### src/rtl/pipe_buffer_chain_pkg.sv
// rtl/pipe_buffer_chain_pkg.sv - shared widths and control-bundle bit indices for the pipeline chain
package pipe_buffer_chain_pkg;

    localparam int DEF_DATA_W = 32;
    localparam int DEF_CTRL_W = 8;
    localparam int DEF_STAGES = 3;

    // Bit positions inside the control bundle, shared with the datapath and control unit
    localparam int CTRL_REG_WRITE  = 0;
    localparam int CTRL_MEM_READ   = 1;
    localparam int CTRL_MEM_WRITE  = 2;
    localparam int CTRL_MEM_TO_REG = 3;
    localparam int CTRL_ALU_OP_LO  = 4;
    localparam int CTRL_ALU_OP_HI  = 7;

    typedef struct packed {
        logic [3:0] alu_op;
        logic       mem_to_reg;
        logic       mem_write;
        logic       mem_read;
        logic       reg_write;
    } ctrl_t;

    function automatic logic [DEF_CTRL_W-1:0] pack_ctrl(input ctrl_t c);
        return DEF_CTRL_W'(c);
    endfunction

endpackage

### src/rtl/pipe_buffer_chain_if.sv
// rtl/pipe_buffer_chain_if.sv - valid/ready beat carrying a data word and a control bundle
interface pipe_buffer_chain_if #(
    parameter int DATA_W = 32,
    parameter int CTRL_W = 8
);
    logic              valid;
    logic              ready;
    logic [DATA_W-1:0] data;
    logic [CTRL_W-1:0] ctrl;

    modport master (output valid, output data, output ctrl, input ready);
    modport slave  (input valid, input data, input ctrl, output ready);
endinterface

### src/rtl/pipe_buffer_chain_stage_cell.sv
// rtl/pipe_buffer_chain_stage_cell.sv - one valid/data/ctrl register with load, hold, clear and bubble zeroing
module pipe_stage_cell
    import pipe_buffer_chain_pkg::*;
#(
    parameter int DATA_W = DEF_DATA_W,
    parameter int CTRL_W = DEF_CTRL_W
) (
    input  logic              clk,
    input  logic              rst_n,
    input  logic              load,
    input  logic              clear,
    input  logic              src_valid,
    input  logic [DATA_W-1:0] src_data,
    input  logic [CTRL_W-1:0] src_ctrl,
    output logic              v,
    output logic [DATA_W-1:0] d,
    output logic [CTRL_W-1:0] c
);

    // Data is left untouched by bubbles and clears so the wide word only toggles on real beats
    always_ff @(posedge clk) begin
        if (!rst_n) begin
            v <= 1'b0;
            d <= '0;
            c <= '0;
        end else if (clear) begin
            v <= 1'b0;
            c <= '0;
        end else if (load) begin
            v <= src_valid;
            if (src_valid) begin
                d <= src_data;
                c <= src_ctrl;
            end else begin
                c <= '0;
            end
        end
    end

endmodule

### src/rtl/pipe_buffer_chain.sv
// rtl/pipe_buffer_chain.sv - elastic pipeline-register chain with stall, flush and occupancy count
module pipe_buffer_chain
    import pipe_buffer_chain_pkg::*;
#(
    parameter int DATA_W = DEF_DATA_W,
    parameter int CTRL_W = DEF_CTRL_W,
    parameter int STAGES = DEF_STAGES,
    localparam int OCC_W = $clog2(STAGES + 1)
) (
    input  logic                 clk,
    input  logic                 rst_n,
    pipe_buffer_chain_if.slave   up,
    pipe_buffer_chain_if.master  dn,
    input  logic                 stall,
    input  logic                 flush,
    output logic [OCC_W-1:0]     occupancy
);

    logic [STAGES-1:0] v;
    logic [DATA_W-1:0] d [STAGES];
    logic [CTRL_W-1:0] c [STAGES];
    logic [STAGES-1:0] adv;
    logic              push;
    logic              pop;

    // A stage may advance if the one after it advances or it holds only a bubble
    always_comb begin
        logic a;
        adv = '0;
        a = dn.ready | ~v[STAGES-1];
        adv[STAGES-1] = a;
        for (int k = STAGES - 2; k >= 0; k--) begin
            a = a | ~v[k];
            adv[k] = a;
        end
    end

    assign up.ready = adv[0] & ~stall & ~flush & rst_n;
    assign push     = up.valid & up.ready;
    assign pop      = v[STAGES-1] & dn.ready & ~stall & ~flush & rst_n;

    for (genvar k = 0; k < STAGES; k++) begin : g_stage
        logic              src_valid;
        logic [DATA_W-1:0] src_data;
        logic [CTRL_W-1:0] src_ctrl;

        if (k == 0) begin : g_head
            assign src_valid = push;
            assign src_data  = up.data;
            assign src_ctrl  = up.ctrl;
        end else begin : g_body
            assign src_valid = v[k-1];
            assign src_data  = d[k-1];
            assign src_ctrl  = c[k-1];
        end

        pipe_stage_cell #(
            .DATA_W (DATA_W),
            .CTRL_W (CTRL_W)
        ) u_cell (
            .clk       (clk),
            .rst_n     (rst_n),
            .load      (adv[k] & ~stall),
            .clear     (flush),
            .src_valid (src_valid),
            .src_data  (src_data),
            .src_ctrl  (src_ctrl),
            .v         (v[k]),
            .d         (d[k]),
            .c         (c[k])
        );
    end

    assign dn.valid = v[STAGES-1];
    assign dn.data  = d[STAGES-1];
    // A bubble must never present RegWrite/MemWrite downstream
    assign dn.ctrl  = v[STAGES-1] ? c[STAGES-1] : '0;

    always_ff @(posedge clk) begin
        if (!rst_n) begin
            occupancy <= '0;
        end else if (flush) begin
            occupancy <= '0;
        end else if (!stall) begin
            occupancy <= occupancy + OCC_W'(push) - OCC_W'(pop);
        end
    end

endmodule
### src/flat_wrapper.sv
// flat-port wrapper written by rule: the top's interface ports become plain ports
module pipe_buffer_chain_flat import pipe_buffer_chain_pkg::*;
#(
    parameter int DATA_W = DEF_DATA_W,
    parameter int CTRL_W = DEF_CTRL_W,
    parameter int STAGES = DEF_STAGES,
    localparam int OCC_W = $clog2(STAGES + 1)
)
  (clk, rst_n, stall, flush, occupancy, up_valid, up_data, up_ctrl, up_ready, dn_valid, dn_data, dn_ctrl, dn_ready);
  pipe_buffer_chain_if #(.DATA_W(DATA_W), .CTRL_W(CTRL_W)) up_i ();
  pipe_buffer_chain_if #(.DATA_W(DATA_W), .CTRL_W(CTRL_W)) dn_i ();
  input  logic clk;
  input  logic rst_n;
  input  logic stall;
  input  logic flush;
  output logic [OCC_W-1:0] occupancy;
  input wire logic [$bits(up_i.valid)-1:0] up_valid;
  input wire logic [$bits(up_i.data)-1:0] up_data;
  input wire logic [$bits(up_i.ctrl)-1:0] up_ctrl;
  output wire logic [$bits(up_i.ready)-1:0] up_ready;
  output wire logic [$bits(dn_i.valid)-1:0] dn_valid;
  output wire logic [$bits(dn_i.data)-1:0] dn_data;
  output wire logic [$bits(dn_i.ctrl)-1:0] dn_ctrl;
  input wire logic [$bits(dn_i.ready)-1:0] dn_ready;
  assign up_i.valid = up_valid;
  assign up_i.data = up_data;
  assign up_i.ctrl = up_ctrl;
  assign up_ready = up_i.ready;
  assign dn_valid = dn_i.valid;
  assign dn_data = dn_i.data;
  assign dn_ctrl = dn_i.ctrl;
  assign dn_i.ready = dn_ready;
  pipe_buffer_chain #(.DATA_W(DATA_W), .CTRL_W(CTRL_W), .STAGES(STAGES)) u_core (.clk(clk), .rst_n(rst_n), .up(up_i), .dn(dn_i), .stall(stall), .flush(flush), .occupancy(occupancy));
endmodule
### config.mk
export PLATFORM = sky130hd
export DESIGN_NAME = pipe_buffer_chain_flat
export DESIGN_NICKNAME = d
export VERILOG_FILES = /design/src/rtl/pipe_buffer_chain_pkg.sv /design/src/rtl/pipe_buffer_chain_if.sv /design/src/rtl/pipe_buffer_chain_stage_cell.sv /design/src/rtl/pipe_buffer_chain.sv /design/src/flat_wrapper.sv
export SDC_FILE = /design/constraint.sdc
export NUM_CORES = 1
export LEC_CHECK = 0
export CAP_MARGIN = 25
export CORE_MARGIN = 5
export CORE_UTILIZATION = 40
export CTS_CLUSTER_SIZE = 10
export DETAILED_ROUTE_END_ITERATION = 16
export PLACE_DENSITY_LB_ADDON = 0.2
export SLEW_MARGIN = 20
export SYNTH_ARGS = -nofsm -noshare
export SYNTH_HDL_FRONTEND = slang
export SYNTH_SLANG_ARGS = --single-unit
### constraint.sdc
create_clock -name clk -period 2.4 [get_ports clk]
set_input_delay 0.48 -clock clk [delete_from_list [all_inputs] [get_ports clk]]
set_output_delay 0.48 -clock clk [all_outputs]
set_load 0.1 [all_outputs]
==> impl_metrics.csv <==
group,metric,value,unit
outcome,run_status,"complete, no violations",
clock_network,clk_latency,0.41,ns
timing,hold_ws,0.448,ns
timing,worst_slew_pin_slew,0.548,ns
yosys,synth_edf_count,0,
finish,area_growth,33.8,%
grt,grt_pass1_wl,18600,microns
finish,antenna_cells,0,
yosys,synth_top_flop_cell,"dfxtp_1",
worst_setup_path,cp-start-kind,"input pin",
pwr,powerDensity,788,nW/um^2
grt,use_met1,19.9,%
floorplan,die_w,120,microns
run,drv_cap,0,
routing,vias_per_cell,4.90,
grt,use_met3,5.47,%
placed_design,dp_hpwl,7140,microns
routing,antenna_left,0,
timing,final_hold_viol_count,0,
timing,tns,0,ns
finish,stdcell_count,833,
yosys,synth_seq_cells,125,
placed_design,place.gp.congestion,0.790,
floorplan,num_rows,40,
grt,grt_pass1_vias,3978,
timing,fin_crit_sh,97.1,%
grt,grt_max_degree,129,
routing,drtIter0Drc,272,
clock_network,clockBufferDepth,2,
finish,final_layout_size_suffix_gt1_share,15.3,%
worst_setup_path,path_class,"input pin to output port",
grt,use_met2,25.1,%
clock_network,clk_pin_slew,0.05,ns
yosys,ys_warn_count,0,
timing,setup_violations,0,
clock_network,ctsHoldBuffers,0,
floorplan,start_util,40.4,%
pwr,power,5.07,mW
worst_setup_path,arrival,1.85,ns
yosys,synthesis.nets,639,
placed_design,port_buffers,89,
finish,fin_nets,720,
grt,antenna_found_initial,0,
clock_network,cts_root_buf,"clkbuf_16",
yosys,avgSynthCellArea,8.12,sq um
routing,wl,10800,microns
floorplan,ios,90,
floorplan,dieArea,14300,sq um
routing,wl_per_cell,13.0,microns
timing,relSlewSlack,63.5,%
clock_network,numClockSinks,125,
clock_network,cts_buffers,17,
routing,drc,0,
grt,top_usage_layer,"met2",
clock_network,htree_levels,4,
clock_network,postCtsSetupBuffers,0,
worst_setup_path,endpoint_kind,"output port",
routing,drt-pass1-iter-count,4,
yosys,syn_area,4810,sq um
timing,finClkSkew,0.00496,ns
yosys,syn_inst,592,
timing,slew_viol_final,0,
floorplan,die_h,120,microns
timing,fmax,429,MHz
grt,grt_overflow,0,
pwr,ir_drop,349,uV
timing,rsz0062_at_grt,"false",
worst_setup_path,cp_data_required_time,1.92,ns
pwr,p_leak,2.29,nW
clock_network,cts_tree,"yes",
worst_hold_path,hold_class,"flop to flop",
floorplan,core_area,11900,sq um
routing,num_vias,4078,
grt,grt_usage,15.9,%
yosys,ys_types,33,
yosys,synth-async-reset-ratio,0,%
yosys,seq_area_frac_synth,52.0,%
worst_setup_path,worstPathMaxFanout,9,
placed_design,dp_cells,800,
timing,min_period,2.33,ns
[power breakdown]
group | internal, mW | total (mW) | switching (mW)
clock network | 1.81 | 2.73 | 0.916
registers | 2.10 | 2.11 | 0.0130
logic | 0.118 | 0.229 | 0.111
[placed cells by master, fill, tap and decap left out, types with 6 or more instances in the layout]
cell,instances
a21oi_1,27
nor3_1,8
nor2_1,14
a21boi_0,64
clkbuf_16,17
dfxtp_1,123
nand3_1,50
o21ai_0,28
nand2_1,185
o21ai_1,6
clkdlybuf4s50_1,44
and2_1,8
buf_4,62
[synthesized netlist by cell type, drive strengths merged, types with 2 or more instances]
| cell type | number | share of area [%] |
|---|---|---|
| a21boi | 64 | 10 |
| a21oi | 27 | 2.8 |
| and2 | 8 | 1.0 |
| buf | 12 | 1.6 |
| clkbuf | 37 | 3.0 |
| dfxtp | 125 | 52 |
| inv | 4 | 0.31 |
| nand2 | 185 | 14 |
| nand2b | 4 | 0.52 |
| nand3 | 50 | 5.2 |
| nand3b | 2 | 0.31 |
| nor2 | 15 | 1.2 |
| nor2b | 2 | 0.26 |
| nor3 | 8 | 0.83 |
| o21ai | 34 | 3.5 |
| or2 | 2 | 0.26 |
[worst paths after layout]
path,from,to,slack (ns),cells past startpoint
worst max-delay path,dn_ready,up_ready,0.07,6
worst min-delay path,u_core.g_stage[0].u_cell.d[30],u_core.g_stage[0].u_cell.d[30],0.45,2
worst max register to register,u_core.g_stage[2].u_cell.v,u_core.occupancy[1],0.33,7
worst min register to register,u_core.g_stage[0].u_cell.d[30],u_core.g_stage[0].u_cell.d[30],0.45,2
[critical path, stage by stage]
cell	delay, ns
clkdlybuf4s50_1	0.49
buf_4	0.12
and4b_4	0.19
or2_4	0.27
nor2_4	0.11
buf_12	0.18
[cell families (layout without fill, tap and decap cells)]
family / after synthesis / in the layout / share of synthesized area (%)
AND/OR/NAND/NOR: 283 / 283 / 25.5
AO/OA/AOI/OAI: 129 / 129 / 17.0
flip-flops: 125 / 125 / 52.0
buffers and inverters: 53 / 147 / 4.89
adder cells (fa/ha/maj): 1 / 1 / 0.260
multiplexers: 1 / 1 / 0.234
[cell type report]
cell class / instances / area (sq um)
fillers: 1157 / 5480
flip-flops and latches: 125 / 2510
multi-input cells: 414 / 2080
repair buffers: 111 / 1010
clock buffers: 21 / 470
well taps: 147 / 184
clock inverters: 11 / 164
inverters: 4 / 15.0
[registers in the layout, indices dropped and copies added, names as in the netlist]
name                     count
u_core.g_stage.u_cell.d     96
u_core.g_stage.u_cell.v      3
u_core.occupancy             2
u_core.g_stage.u_cell.c     24
[what timing repair did]
action | CTS | global route
gates cloned | 0 | 0
endpoints found under the hold margin | 0 | 0
pin swaps | 0 | 1
resized for setup | 1 | 0
endpoints found under the setup margin | 1 | 1
[through the flow]
step	setup WS [ns]	cell area (sq um)	util (%)
after floorplan	0.00413	4830	-
after detailed placement	-0.237	5770	48.5
after global routing	0.0241	6440	54.0
final	0.0691	6440	54.0
after global placement	-0.164	5770	48.5
after CTS	0.0429	6410	53.8
[per-layer routing]
| layer | up-vias | share of wire, % |
|---|---|---|
| met1 | 1876 | 46 |
| met3 | 13 | 5.4 |
| met4 | 0 | 1.5 |
| li1 | 2113 | - |
| met5 | - | 0 |
| met2 | 76 | 47 |
Power figures use the tool's default switching activity.
